## src/rtl/uart_receive_param.sv

```systemverilog
// uart_receive_param: parametrised UART receiver with 2-of-3 mid-bit voting
// and a first-word-fall-through frame FIFO with parity/framing/overrun flags.
module uart_receive_param #(
  parameter int CYCLES_PER_BIT = 217,
  parameter int DATA_BITS      = 8,
  parameter int PARITY         = 0,
  parameter int STOP_BITS      = 1,
  parameter int FIFO_DEPTH     = 4
) (
  input  logic                 i_clk,
  input  logic                 i_rst_n,
  input  logic                 i_serial_rx,
  input  logic                 i_rx_ready,
  output logic                 o_rx_valid,
  output logic [DATA_BITS-1:0] o_rx_data,
  output logic                 o_parity_err,
  output logic                 o_frame_err,
  output logic                 o_overrun
);
  localparam int H  = CYCLES_PER_BIT / 2;
  localparam int CW = $clog2(CYCLES_PER_BIT);
  localparam int AW = $clog2(FIFO_DEPTH);
  localparam int EW = DATA_BITS + 2;
  localparam logic [CW-1:0] C_PRE = CW'(H - 1);
  localparam logic [CW-1:0] C_MID = CW'(H);
  localparam logic [CW-1:0] C_DEC = CW'(H + 1);
  localparam logic [CW-1:0] C_END = CW'(CYCLES_PER_BIT - 1);
  localparam logic [3:0] LAST_DATA = 4'(DATA_BITS - 1);
  localparam logic [3:0] LAST_STOP = 4'(STOP_BITS - 1);

  typedef enum logic [2:0] {S_IDLE, S_START, S_DATA, S_PAR, S_STOP, S_WAIT_HIGH} state_t;

  state_t               state;
  logic [1:0]           sync;
  logic                 rx_s;
  logic [CW-1:0]        c;
  logic [3:0]           idx;
  logic                 smp_a, smp_b;
  logic [DATA_BITS-1:0] shreg;
  logic                 perr, ferr;
  logic                 vote, dec, wrap, ferr_next;
  logic                 push, pop, full, empty, do_push;
  logic [AW:0]          wp, rp;
  logic [EW-1:0]        mem [FIFO_DEPTH];

  assign rx_s      = sync[1];
  assign vote      = (smp_a & smp_b) | (smp_a & rx_s) | (smp_b & rx_s);
  assign dec       = c == C_DEC;
  assign wrap      = c == C_END;
  assign ferr_next = ferr | ~vote;
  // The frame is complete at the decision point of its last stop bit.
  assign push      = state == S_STOP && dec && idx == LAST_STOP;
  assign empty     = wp == rp;
  assign full      = (wp[AW] != rp[AW]) && (wp[AW-1:0] == rp[AW-1:0]);
  assign pop       = o_rx_valid && i_rx_ready;
  assign do_push   = push && (!full || pop);
  assign o_rx_valid = !empty;
  assign {o_rx_data, o_parity_err, o_frame_err} = empty ? '0 : mem[rp[AW-1:0]];

  always_ff @(posedge i_clk or negedge i_rst_n)
    if (!i_rst_n) sync <= 2'b11;
    else sync <= {sync[0], i_serial_rx};

  always_ff @(posedge i_clk or negedge i_rst_n)
    if (!i_rst_n) begin
      smp_a <= 1'b1;
      smp_b <= 1'b1;
    end else begin
      if (c == C_PRE) smp_a <= rx_s;
      if (c == C_MID) smp_b <= rx_s;
    end

  always_ff @(posedge i_clk or negedge i_rst_n) begin
    if (!i_rst_n) begin
      state <= S_IDLE;
      c     <= '0;
      idx   <= '0;
      shreg <= '0;
      perr  <= 1'b0;
      ferr  <= 1'b0;
    end else begin
      c <= (state == S_IDLE || state == S_WAIT_HIGH || wrap) ? '0 : c + 1'b1;
      case (state)
        S_IDLE:
          if (!rx_s) begin
            state <= S_START;
            perr  <= 1'b0;
            ferr  <= 1'b0;
          end
        S_START:
          if (dec && vote) begin
            state <= S_IDLE;
            c     <= '0;
          end else if (wrap) begin
            state <= S_DATA;
            idx   <= '0;
          end
        S_DATA: begin
          if (dec) shreg <= {vote, shreg[DATA_BITS-1:1]};
          if (wrap) begin
            idx <= idx + 1'b1;
            if (idx == LAST_DATA) begin
              state <= PARITY != 0 ? S_PAR : S_STOP;
              idx   <= '0;
            end
          end
        end
        S_PAR: begin
          if (dec) perr <= (^shreg ^ vote) != (PARITY == 1);
          if (wrap) state <= S_STOP;
        end
        S_STOP:
          if (push) begin
            state <= ferr_next ? S_WAIT_HIGH : S_IDLE;
            c     <= '0;
            idx   <= '0;
          end else begin
            if (dec) ferr <= ferr_next;
            if (wrap) idx <= idx + 1'b1;
          end
        // A held-low line must return high before another start bit is accepted.
        S_WAIT_HIGH: if (rx_s) state <= S_IDLE;
        default: state <= S_IDLE;
      endcase
    end
  end

  always_ff @(posedge i_clk or negedge i_rst_n)
    if (!i_rst_n) begin
      wp        <= '0;
      rp        <= '0;
      o_overrun <= 1'b0;
    end else begin
      if (do_push) wp <= wp + 1'b1;
      if (pop) rp <= rp + 1'b1;
      o_overrun <= push && !do_push;
    end

  always_ff @(posedge i_clk)
    if (do_push) mem[wp[AW-1:0]] <= {shreg, perr, ferr_next};
endmodule
```

## config.mk

```make
export PLATFORM = sky130hd
export DESIGN_NAME = uart_receive_param
export DESIGN_NICKNAME = d
export VERILOG_FILES = /design/src/rtl/uart_receive_param.sv
export SDC_FILE = /design/constraint.sdc
export NUM_CORES = 1
export LEC_CHECK = 0
export BUFFER_PORTS_ARGS = -buffer_cell sky130_fd_sc_hd__buf_2
export CAP_MARGIN = 0
export CORE_MARGIN = 5
export CORE_UTILIZATION = 45
export CTS_CLUSTER_DIAMETER = 200
export DETAILED_ROUTE_END_ITERATION = 10
export PLACE_DENSITY_LB_ADDON = 0.05
export SYNTH_ARGS = -nofsm -noshare
export SYNTH_HDL_FRONTEND = slang
export SYNTH_SLANG_ARGS = --single-unit
```

## constraint.sdc

```tcl
create_clock -name i_clk -period 3.29 [get_ports i_clk]
set_input_delay 0.1645 -clock i_clk [delete_from_list [all_inputs] [get_ports i_clk]]
set_output_delay 0.1645 -clock i_clk [all_outputs]
set_load 0.05 [all_outputs]
```

# Word level (Yosys, flattened, before mapping)
# Memories as Yosys holds them, arrays and structs flattened.
# Index checks and enable logic that the tools add are counted.
# word_totals
ram_bits	40
reg_bits	36
word_cells	105
mem_count	1
# op_classes
n_eq_ne	26
add_sub_neg	4
mux	30
reduce_logical	24
bitwise_logic	8
# mem_list
name	words	word_bits	rd	rd_ports_with_merged_regs	wr	line	text
mem	4	10	1	0	1	44	logic [EW-1:0] mem [FIFO_DEPTH];
# ops
operator	count
3-bit two-way mux	9
8-bit by 7-bit == test with 1-bit output (second input constant)	3
4-bit two-way mux	6
8-bit two-way mux	3
2-bit inequality test (second input constant)	11
3-bit one-hot mux with 6 select lines	1
8-bit one-hot mux with 2 select lines	1
4-bit one-hot mux with 3 select lines	1
10-bit two-way mux	1
8-bit by 1-bit adder with 8-bit output (second input constant)	1
8-bit == test (second input constant)	1
8-bit parity	1
1-bit logical AND	7
7-bit AND reduction	1
3-bit by 1-bit adder with 3-bit output (second input constant)	2
3-bit by 2-bit == test with 1-bit output (second input constant)	2
3-bit == test (second input constant)	2
1-bit two-way mux	6
3-bit inequality test (second input constant)	2
5-bit AND reduction	1
4-bit by 1-bit adder with 4-bit output (second input constant)	1
4-bit by 3-bit == test with 1-bit output (second input constant)	1
4-bit logical NOT	1
1-bit one-hot mux with 2 select lines	2
other kinds (16)	25

# Longest topological paths before layout
# logic_depth
depth_word	8
mapped_depth	7
ltp_nobuf	7

# Worst setup path after synthesis
# No wires, ideal clock.
# synth_path
path_kind	register to register
startpoint	reg idx[0]
endpoint	mem mem[3][0] (netlist bit), enable pin
t_arrival_ns	1.743
period_less_slack_ns	2.094
stages_incl_launch_ff	7
n_path_buf	0
slack_ns	1.196
t_required_ns	2.939
path_cell_list	dfrtp_1 > inv_1 > ha_1 > nor3b_1 > nand4_1 > nor2_1 > and2_1
# synth_between
elab_chain_cells	5
# synth_lines
item	line	text
from (decl)	37	logic [3:0] idx;
from (signal assigned)	101	idx <= idx + 1'b1;
from (signal assigned)	119	if (wrap) idx <= idx + 1'b1;
4-bit logical NOT	52	assign push = state == S_STOP && dec && idx == LAST_STOP;
1-bit logical AND	52	
1-bit logical AND	56	assign do_push = push && (!full || pop);
1-bit two-way mux	140	if (do_push) mem[wp[AW-1:0]] <= {shreg, perr, ferr_next};
1-bit two-way mux (implied by the code)	140	
to (decl)	44	
# No other way between the ends.

# Final worst setup path
# layout_path
startpoint	reg idx[0]
endpoint	mem mem[3][9] (netlist bit), enable pin
# The elaborated chain is that of the path after synthesis.

==> flow_summary.json <==
{
  "outcome": "complete, no violations",
  "synth_top_area_cell": "edfxtp_1",
  "finalWirelength_um": 6000,
  "finalHoldViolations": 0,
  "post_dp_cell_area_um2": 3690,
  "finalPower_mw": 2.18,
  "diodes": 0,
  "die_x_um": 98.4,
  "hold_start": "i_rx_ready",
  "numPortBuffers": 15,
  "comb_power_share_pct": 11.4,
  "finalSetupViolCount": 0,
  "gr-total-overflow": 0,
  "mostFrequentLayoutCells": "edfxtp_1 (40), dfrtp_1 (32), nor2_1 (17), xnor2_1 (16)",
  "yosysUniqueCellTypes": 48,
  "drtPass1Iterations": 6,
  "layout_commonest_cell": "edfxtp_1",
  "nets": 288,
  "pwr-share-seq_pct": 48.4,
  "synthCells": 252,
  "synth_top_area_share_pct": 34.1,
  "skew_ns": 0.0103,
  "n_fill_cell": 696,
  "cts_buffers": 9,
  "rsz0062_at_grt": "false",
  "critPathMaxFanout": 11,
  "clk_pin_slew_ns": 0.09,
  "antenna_found_initial": 0,
  "p_leak_nw": 1.63,
  "synth_area_um2": 3520,
  "num_rows": 32,
  "ys_warn_count": 0,
  "routedWlPerCell_um": 15.8,
  "fin_crit_ns": 2.53,
  "dp_hpwl_um": 4120,
  "stdcell_area_um2": 3950,
  "grt_pass1_vias": 1962,
  "io_pins": 16,
  "tns_ns": 0,
  "initial_core_util_pct": 45.8,
  "drv_slew": 0,
  "internal_power_mw": 1.63,
  "syn_avg_cell_area_um2": 14.0,
  "p_sw_mw": 0.549,
  "critPathLaunch": "idx[0]",
  "cap_violations": 0,
  "post-route-util_pct": 51.4,
  "drive_gt1_share_pct": 22.2,
  "cts_sinks": 76,
  "die_area_um2": 9690,
  "die-height_um": 98.4,
  "slew_headroom_pct": 44.3,
  "synth_fp_nets": 266,
  "r2r_start": "idx[0]",
  "cts_max_level": 3,
  "postCtsSetupBuffers": 0,
  "powerDensity_nw_per_um2": 552,
  "hp-class": "in -> reg",
  "period_share_pct": 77.0,
  "ys_seq_area_share_pct": 59.9,
  "vias": 1993,
  "synth_edf_count": 40,
  "cts_tree": "yes",
  "drt_iter0_drc": 70,
  "cts_root_buf": "clkbuf_8",
  "sw_frac_of_total_pct": 25.2,
  "cp.required_ns": 3.28,
  "clk_latency_ns": 0.35,
  "core-area_um2": 7690,
  "drt.antenna.violating_nets": 0,
  "place.gp.congestion": 0.805,
  "max_freq_mhz": 395,
  "crit_type": "reg -> reg",
  "end_kind": "register",
  "track_usage_pct": 13.3,
  "grt_pass1_wl_um": 9980,
  "cts_buffer_depth": 2,
  "ys_top_cells_by_area": "edfxtp_1 (34%), dfrtp_1 (23%), mux4_2 (6.4%), xnor2_1 (4.0%), mux2_2 (3.8%)",
  "clkPwrFrac_pct": 40.1,
  "drc_errors": 0,
  "grt_max_degree": 37,
  "ys_ff_latch": 76,
  "critPathArrivalTime_ns": 2.52,
  "areaGrowthSynthToFinish_pct": 12.3,
  "peakVddDrop_mv": 0.223,
  "synthFlopType": "edfxtp_1",
  "synthArstFlopShare_pct": 47.4,
  "cp-start-kind": "register",
  "tightest_slew_ns": 0.836,
  "viasPerCell": 5.23
}
repair_timing:
| item | in CTS | in global routing |
|---|---|---|
| hold buffers | 2 | 0 |
| gates resized for setup | 0 | 0 |
| hold endpoints to repair | 33 | 0 |
registers in the layout, indices dropped and copies added, names as in the netlist:
register / count
c: 8
ferr: 1
idx: 4
mem: 40
o_overrun: 1
perr: 1
rp: 3
shreg: 8
smp_a: 1
smp_b: 1
state: 3
sync: 2
wp: 3
layer usage:
layer / wire [um] / vias up / global-route usage [%] / share of wire, %
met3: 203 / 8 / 3.26 / 3.4
met5: 0 / - / 0 / 0
li1: - / 963 / - / -
met4: 107 / 0 / 6.62 / 1.8
met2: 2990 / 31 / 20.9 / 50
met1: 2700 / 991 / 17.2 / 45
area by class of cell:
type                       instances  area (um2)  share of cell area (%)
multi-input combinational        158        1330                    33.6
timing repair buffer              18         103                    2.60
clock inverter                     7         121                    3.07
sequential                        76        2110                    53.3
clock buffer                       9         124                    3.13
tap                              102         128                    3.23
inverter                          11        41.3                    1.04
power groups by stage:
stage	registers (mW)	logic (mW)	clock network, mW
after global placement	1.08	0.251	0
final	1.06	0.250	0.876
after detailed placement	1.08	0.254	0
after floorplan	1.06	0.211	0
after CTS	1.06	0.257	0.898
after global routing	1.06	0.275	0.945
cell families (layout without fill, tap and decap cells):
group,after synthesis,after routing,synth area share (%)
flip-flops,76,76,59.9
AND/OR/NAND/NOR,71,71,11.8
AO/OA/AOI/OAI,30,30,5.79
multiplexers,24,24,10.8
XOR/XNOR,22,22,5.47
buffers and inverters,18,45,2.42
adder cells (fa/ha/maj),11,11,3.84
per-stage QoR:
stage,instances,worst slack [ns],hold WS [ns]
after global placement,363,0.904,0.270
after CTS,381,0.741,0.103
final,381,0.758,0.110
after global routing,381,0.522,0.119
after detailed placement,363,0.769,0.274
after floorplan,252,1.20,-0.131
critical path: stages, from the launching register on:
cell     delay [ns]
dfrtp_1        0.43
inv_1          0.08
ha_1           0.13
nor3b_1        0.40
nand4_1        0.24
nor2_1         0.35
and2_1         0.54
synth_stat cells, types with 3 or more instances:
master    instances
edfxtp_1         40
a21oi_1           6
and2_1           15
xnor2_1          16
inv_1            11
mux4_2           10
nand2b_1          4
nor2_1           17
nand2_1          10
xor2_1            6
nand3_1           5
a21o_1            4
dfrtp_1          32
clkbuf_1          3
o21ai_0           7
mux2_2           12
ha_1             10
dfstp_2           4
final timing paths:
check                       endpoint  slack (ns)  depth (start not counted)
max                        mem[3][9]        0.76                          6
min                            rp[2]        0.11                          3
max reg2reg                mem[3][9]        0.76                          6
min reg2reg                  sync[1]        0.36                          0
max in group asynchronous       ferr        2.31                          2
min in group asynchronous   state[1]        0.45                          2
(Power assumes the default switching activity.)
